==> src/rtl/load_buffer_pkg.sv <==
// Shared widths, load opcodes, access-width encodings and stage type for the
// load buffer and its extension unit.
package load_buffer_pkg;

  localparam int INST_TYPE_W = 4;
  localparam int ROB_W       = 4;
  localparam int ID_W        = 32;
  localparam int ADDR_W      = 32;

  localparam logic [INST_TYPE_W-1:0] OP_LB  = 4'd1;
  localparam logic [INST_TYPE_W-1:0] OP_LH  = 4'd2;
  localparam logic [INST_TYPE_W-1:0] OP_LW  = 4'd3;
  localparam logic [INST_TYPE_W-1:0] OP_LBU = 4'd4;
  localparam logic [INST_TYPE_W-1:0] OP_LHU = 4'd5;

  localparam logic [2:0] W_BYTE = 3'b001;
  localparam logic [2:0] W_HALF = 3'b010;
  localparam logic [2:0] W_WORD = 3'b100;

  typedef enum logic {ST_IDLE, ST_MEM} lb_stage_e;

  // Memory access width for a load opcode; anything unknown reads a full word.
  function automatic logic [2:0] ld_width(input logic [INST_TYPE_W-1:0] op);
    case (op)
      OP_LB, OP_LBU: ld_width = W_BYTE;
      OP_LH, OP_LHU: ld_width = W_HALF;
      default:       ld_width = W_WORD;
    endcase
  endfunction

endpackage

==> src/rtl/load_buffer_extend.sv <==
// load_extend: sign/zero extension of right-aligned load data by opcode.
// Shared by the forwarded-data and memory-data paths.
module load_extend
  import load_buffer_pkg::*;
(
  input  logic [INST_TYPE_W-1:0] opcode,
  input  logic [ID_W-1:0]        raw,
  output logic [ID_W-1:0]        result
);

  // Select the extension rule from the opcode; LW and unknown pass through.
  always_comb begin
    case (opcode)
      OP_LB:   result = {{24{raw[7]}}, raw[7:0]};
      OP_LH:   result = {{16{raw[15]}}, raw[15:0]};
      OP_LBU:  result = {24'd0, raw[7:0]};
      OP_LHU:  result = {16'd0, raw[15:0]};
      default: result = raw;
    endcase
  end

endmodule

==> src/rtl/load_buffer.sv <==
// load_buffer: in-order queue of pending loads. The head load is offered to
// the ROB for disambiguation; once safe it reads memory (or takes forwarded
// store data) and broadcasts the extended result tagged with its ROB index.
// Optional macro LBUFFER_FORWARD_EN enables store-to-load forwarding.
module load_buffer
  import load_buffer_pkg::*;
#(
  parameter int LB_DEPTH = 8,
  parameter int LB_PTR_W = 3
) (
  input  logic                   clk_in,
  input  logic                   rst_in,
  input  logic                   rdy_in,
  input  logic                   rob_rst_in,
  output logic                   lbuffer_rdy_out,
  input  logic                   dispatcher_lbuffer_en_in,
  input  logic [INST_TYPE_W-1:0] dispatcher_lbuffer_opcode_in,
  input  logic [ROB_W-1:0]       dispatcher_lbuffer_h_in,
  input  logic [ROB_W-1:0]       addrunit_lbuffer_h_in,
  input  logic [ADDR_W-1:0]      addrunit_lbuffer_address_in,
  output logic [ROB_W-1:0]       lbuffer_rob_index_out,
  input  logic                   rob_lbuffer_disambiguation_in,
  input  logic                   rob_lbuffer_forwarding_en_in,
  input  logic [ID_W-1:0]        rob_lbuffer_forwarding_data_in,
  output logic                   lbuffer_datactrl_en_out,
  output logic [ADDR_W-1:0]      lbuffer_datactrl_addr_out,
  output logic [2:0]             lbuffer_datactrl_width_out,
  input  logic                   datactrl_lbuffer_en_in,
  input  logic [ID_W-1:0]        datactrl_lbuffer_data_in,
  output logic [ROB_W-1:0]       lbuffer_rob_h_out,
  output logic [ID_W-1:0]        lbuffer_rob_result_out
);

  logic [LB_DEPTH-1:0]                  busy, addr_valid;
  logic [LB_DEPTH-1:0][INST_TYPE_W-1:0] opc;
  logic [LB_DEPTH-1:0][ROB_W-1:0]       hh;
  logic [LB_DEPTH-1:0][ADDR_W-1:0]      addr;
  logic [LB_PTR_W-1:0]                  head, tail;
  logic [LB_PTR_W:0]                    count;
  lb_stage_e                            stage, stage_nx;

  logic            head_rdy, fwd_go, mem_done, deq, enq;
  logic [ID_W-1:0] ext_raw, ext_res;

  assign head_rdy = busy[head] & addr_valid[head];
  assign mem_done = (stage == ST_MEM) & datactrl_lbuffer_en_in;

`ifdef LBUFFER_FORWARD_EN
  assign fwd_go  = (stage == ST_IDLE) & head_rdy & rob_lbuffer_forwarding_en_in;
  assign ext_raw = mem_done ? datactrl_lbuffer_data_in : rob_lbuffer_forwarding_data_in;
`else
  // Forwarding inputs are deliberately ignored in this build.
  logic unused_fwd;
  assign unused_fwd = ^{rob_lbuffer_forwarding_en_in, rob_lbuffer_forwarding_data_in};
  assign fwd_go     = 1'b0;
  assign ext_raw    = datactrl_lbuffer_data_in;
`endif

  // Flush blocks every queue update in its cycle, including a late response.
  assign deq = rdy_in & ~rob_rst_in & (fwd_go | mem_done);
  assign enq = rdy_in & ~rob_rst_in & dispatcher_lbuffer_en_in;

  assign lbuffer_rdy_out = (count <= (LB_PTR_W+1)'(LB_DEPTH - 2));

  load_extend u_ext (
    .opcode (opc[head]),
    .raw    (ext_raw),
    .result (ext_res)
  );

  // Stage register: flush and reset both return to IDLE.
  always_ff @(posedge clk_in) begin
    if (rst_in)          stage <= ST_IDLE;
    else if (rdy_in)     stage <= rob_rst_in ? ST_IDLE : stage_nx;
  end

  // Next stage: issue the head read once the ROB clears it.
  always_comb begin
    stage_nx = stage;
    case (stage)
      ST_IDLE: if (head_rdy && !fwd_go && rob_lbuffer_disambiguation_in) stage_nx = ST_MEM;
      ST_MEM:  if (datactrl_lbuffer_en_in) stage_nx = ST_IDLE;
      default: stage_nx = ST_IDLE;
    endcase
  end

  // Stage outputs: read request drops in the same cycle the data returns.
  always_comb begin
    lbuffer_datactrl_en_out    = (stage == ST_MEM) & ~datactrl_lbuffer_en_in;
    lbuffer_datactrl_addr_out  = addr[head];
    lbuffer_datactrl_width_out = ld_width(opc[head]);
    lbuffer_rob_index_out      = head_rdy ? hh[head] : '0;
  end

  // Queue storage, address capture, dequeue and the registered result port.
  always_ff @(posedge clk_in) begin
    if (rst_in) begin
      head <= '0; tail <= '0; count <= '0;
      busy <= '0; addr_valid <= '0;
      lbuffer_rob_h_out <= '0; lbuffer_rob_result_out <= '0;
    end else if (rdy_in) begin
      lbuffer_rob_h_out <= '0;
      if (rob_rst_in) begin
        head <= '0; tail <= '0; count <= '0;
        busy <= '0; addr_valid <= '0;
        lbuffer_rob_result_out <= '0;
      end else begin
        if (enq) begin
          busy[tail]       <= 1'b1;
          opc[tail]        <= dispatcher_lbuffer_opcode_in;
          hh[tail]         <= dispatcher_lbuffer_h_in;
          addr_valid[tail] <= 1'b0;
          tail             <= tail + 1'b1;
        end
        // Capture after the enqueue write so a same-cycle address wins.
        for (int i = 0; i < LB_DEPTH; i++) begin
          if (addrunit_lbuffer_h_in != '0 &&
              ((busy[i] && hh[i] == addrunit_lbuffer_h_in) ||
               (enq && tail == LB_PTR_W'(i) && dispatcher_lbuffer_h_in == addrunit_lbuffer_h_in))) begin
            addr_valid[i] <= 1'b1;
            addr[i]       <= addrunit_lbuffer_address_in;
          end
        end
        if (deq) begin
          busy[head]             <= 1'b0;
          head                   <= head + 1'b1;
          lbuffer_rob_h_out      <= hh[head];
          lbuffer_rob_result_out <= ext_res;
        end
        case ({enq, deq})
          2'b10:   count <= count + 1'b1;
          2'b01:   count <= count - 1'b1;
          default: count <= count;
        endcase
      end
    end
  end

endmodule

==> config.mk <==
export PLATFORM = sky130hd
export DESIGN_NAME = load_buffer
export DESIGN_NICKNAME = d
export VERILOG_FILES = /design/src/rtl/load_buffer_pkg.sv /design/src/rtl/load_buffer_extend.sv /design/src/rtl/load_buffer.sv
export SDC_FILE = /design/constraint.sdc
export NUM_CORES = 1
export LEC_CHECK = 0
export CAP_MARGIN = 20
export CORE_MARGIN = 2
export CORE_UTILIZATION = 45
export CTS_CLUSTER_DIAMETER = 80
export DETAILED_ROUTE_END_ITERATION = 10
export PLACE_DENSITY = 0.63
export SLEW_MARGIN = 5
export SYNTH_ARGS = -nofsm -noshare
export SYNTH_HDL_FRONTEND = slang
export SYNTH_SLANG_ARGS = --single-unit
==> constraint.sdc <==
create_clock -name clk_in -period 4 [get_ports clk_in]
set_clock_uncertainty 0.1 [all_clocks]
set_input_delay 0.8 -clock clk_in [delete_from_list [all_inputs] [get_ports clk_in]]
set_output_delay 0.8 -clock clk_in [all_outputs]
set_load 0.05 [all_outputs]
==> impl_metrics.csv, run 1 <==
group,metric,value,unit
setup_path,cp.arrival,2.85,ns
clock_tree,cts_buffers,41,
timing,timing.final.crit_share,93.77,%
pwr,leakagePower,6.419,nW
clock_tree,cts_tree,"built",
logic_synthesis,avgSynthCellArea,16.21,um^2
floorplanning,fp-row-count,68,
setup_path,startpoint,"head[0]$_SDFFE_PP0P_",
global_routing,grt_pass1_wl,53550,um
setup_path,worstSetupEndpointType,"output port",
pwr,total_power,8.249,mW
setup_path,crit_path_start_kind,"flop",
clock_tree,hold_buffers,0,
detailed_routing,routed_wl,34650,um
floorplanning,die-height,190.5,um
logic_synthesis,synthesis.area,15650,um^2
global_routing,antenna_found_initial,1,
global_routing,grt_usage,19.46,%
pwr,peakVddDrop,0.3427,mV
job,drv_cap,0,
global_routing,grt_max_degree,39,
setup_path,cp_cell_sequence,"buf_12, mux4_2, nand2_1, nand2_1, clkdlybuf4s50_1",
timing,hold_violations,0,
setup_path,r2r-start,"head[0]$_SDFFE_PP0P_",
placement,port_buffers,159,
layout,antenna_cells,0,
logic_synthesis,yosysWarnings,0,
timing,timing.max_slew.rel_slack,40.26,%
timing,grt_setup_unrepaired,"false",
logic_synthesis,synth_edf_count,320,
setup_path,crit_path_top_delay_cell,"clkdlybuf4s50_1",
clock_tree,path_clk_slew,0.06,ns
global_routing,grt_overflow,0,
layout,drive_above_1_share,19.31,%
logic_synthesis,synth_area_leaders,"edfxtp_1, mux4_2, dfxtp_1",
pwr,power_frac_seq,52.4,%
clock_tree,clock_path_buffers,3,
floorplanning,initial_core_util,45.52,%
placement,dpl.hpwl,21810,um
setup_path,crit_top_cell,"nand2_1",
logic_synthesis,yosysUniqueCellTypes,60,
clock_tree,clock_latency,0.54,ns
logic_synthesis,yosysTopAreaCell,"edfxtp_1",
min_path,min_path_type,"flop to flop",
pwr,combPwrFrac,2.9,%
clock_tree,cts_root_buf,"clkbuf_16",
logic_synthesis,seq_area_frac_synth,69.48,%
detailed_routing,drt-initial-drc-count,755,
timing,fin_crit,3.751,ns
layout,fill_cells,2741,
logic_synthesis,syn-num-nets,1090,
logic_synthesis,synthDominantCellAreaShare,61.42,%
logic_synthesis,ys_ff_latch,383,
detailed_routing,dr.pass1.iters,5,
detailed_routing,wl_per_cell,20.98,um
run_status,status,"complete, no violations",
floorplanning,fp.dieW,190.5,um
detailed_routing,detail_route.vias_per_cell,5.466,
clock_tree,cts.sinks,383,
setup_path,crit_family,"buffers and inverters",
detailed_routing,ant_nets,0,
timing,fin_setup_tns,0,ns
floorplanning,core,34370,um^2
min_path,hold_start,"lbuffer_rob_result_out[15]$_SDFFE_PP0P_",
pwr,p_switching,1.660,mW
detailed_routing,drc_errors,0,
setup_path,cp_slowest_stage_delay,0.72,ns
layout,fin_area,19450,um^2
logic_synthesis,ys.flop_type,"edfxtp_1",
pwr,p_sw_share,20.12,%
timing,setup_viol,0,
setup_path,r2r_setup_slack,1.05,ns
pwr,intPower,6.589,mW
detailed_routing,dr_total_vias,9025,
floorplanning,dieArea,36280,um^2
timing,max_slew.worst_pin.slew,0.8939,ns
placement,place_congestion,0.8505,
layout,syn2layout_area_growth,24.33,%
placement,dpl-instance-area,18110,um^2
clock_tree,cts-htree-levels,2,
setup_path,cp_max_fo,29,
setup_path,critPathBufInv,2,
timing,final_max_slew_viol_count,0,
clock_tree,ctsResizeCount,0,
floorplanning,io_pins,193,
setup_path,critPathKind,"flop to output port",
pwr,power_density,424.1,nW/um^2
clock_tree,post_cts_buffers,0,
pwr,p_clk_share,44.7,%
layout,layout.nets,1288,
timing,timing.fmax,266.6,MHz
global_routing,first_global_vias,9228,
setup_path,cp.required,3.10,ns
logic_synthesis,synth_cells,965,
logic_synthesis,async_reset_ff_share,0,%
power groups by stage:
stage / combinational (mW) / sequential, mW / clock, mW
after floorplan: 0.0834 / 4.41 / 0
after global placement: 0.238 / 4.41 / 0
after detailed placement: 0.240 / 4.41 / 0
after CTS: 0.242 / 4.32 / 3.76
after global routing: 0.262 / 4.32 / 3.91
final: 0.241 / 4.32 / 3.68
metrics by stage:
| step | std cells | util (%) | worst slack [ns] | hold slack (ns) |
|---|---|---|---|---|
| finish | 1651 | 56.59 | 0.2492 | 0.3355 |
| global route | 1651 | 56.59 | 0.1100 | 0.3807 |
| CTS | 1650 | 56.56 | 0.08298 | 0.3384 |
| detailed placement | 1574 | 52.68 | 0.4345 | 0.3312 |
| global placement | 1574 | 52.68 | 0.4723 | 0.3281 |
| floorplan | 965 | - | 0.2452 | 0.3598 |
layer usage:
layer,GRT usage [%],up-vias,share of wire [%]
met5,0,-,0.038
met2,31.71,319,47
met3,3.993,57,7.6
met4,5.218,2,2.1
li1,-,4145,-
met1,26.84,4502,43
path summary, 6_finish.rpt:
check,end,cells after the start
setup / recovery,lbuffer_datactrl_addr_out[17],5
hold / removal,lbuffer_rob_result_out[15]$_SDFFE_PP0P_,2
setup reg to reg,lbuffer_rob_result_out[19]$_SDFFE_PP0P_,5
hold reg to reg,lbuffer_rob_result_out[15]$_SDFFE_PP0P_,2
cell usage after synthesis (all sizes together) (8+ instances only):
library cell and number:
clkbuf 30, nand2 132, mux4 84, nor2b 10, edfxtp 320, a31oi 10
a22oi 10, xor2 27, dfxtp 63, a21oi 19, nor2 74, buf 22
xnor2 14, ha 9, o21ai 30, nand3 8, nor3 12, nand2b 8
cell families after synthesis:
group | Yosys count | share of synthesized area, %
xor+xnor | 41 | 2.295
buf+inv | 59 | 1.703
mux | 94 | 13.09
simple gates | 267 | 7.422
fa+ha+maj | 9 | 0.7198
flops | 383 | 69.48
compound gates | 112 | 5.286
flip-flops by register name, summed over array words and instances, names as in the netlist:
name,flops
lbuffer_rob_result_out,32
hh,32
stage,1
tail,3
addr,256
busy,8
lbuffer_rob_h_out,4
head,3
count,4
opc,32
addr_valid,8
layout make-up:
class | count | area (um^2) | share of cell area (%)
clock buffer | 49 | 1096 | 5.635
clock inverter | 27 | 236.5 | 1.216
inverter | 7 | 26.28 | 0.1351
multi-input combinational | 523 | 4556 | 23.42
sequential | 383 | 10880 | 55.93
tap | 455 | 569.3 | 2.927
timing repair buffer | 207 | 2088 | 10.74
cells in the final DEF, fill, tap and decap left out, types with 18 or more instances in the layout:
cell,instances
a21oi_1,18
xor2_1,27
dfxtp_1,60
nand2_1,132
clkbuf_16,41
clkdlybuf4s50_1,152
nor2_1,67
mux4_2,77
buf_4,42
o21ai_0,20
edfxtp_1,320
tightest hold or removal path, delay by kind of cell, from the launching register on:
family	cells	cell delay, ns
flops	1	0.31
simple gates	2	0.09
Note: power is estimated with default switching activity, not from simulation.
==> run 2, diff against run 1 <==
Settings changed: GPL_TIMING_DRIVEN set to 1.
==> results of run 2 <==
No change in the layout: final DEF, timing and power equal those of run 1.
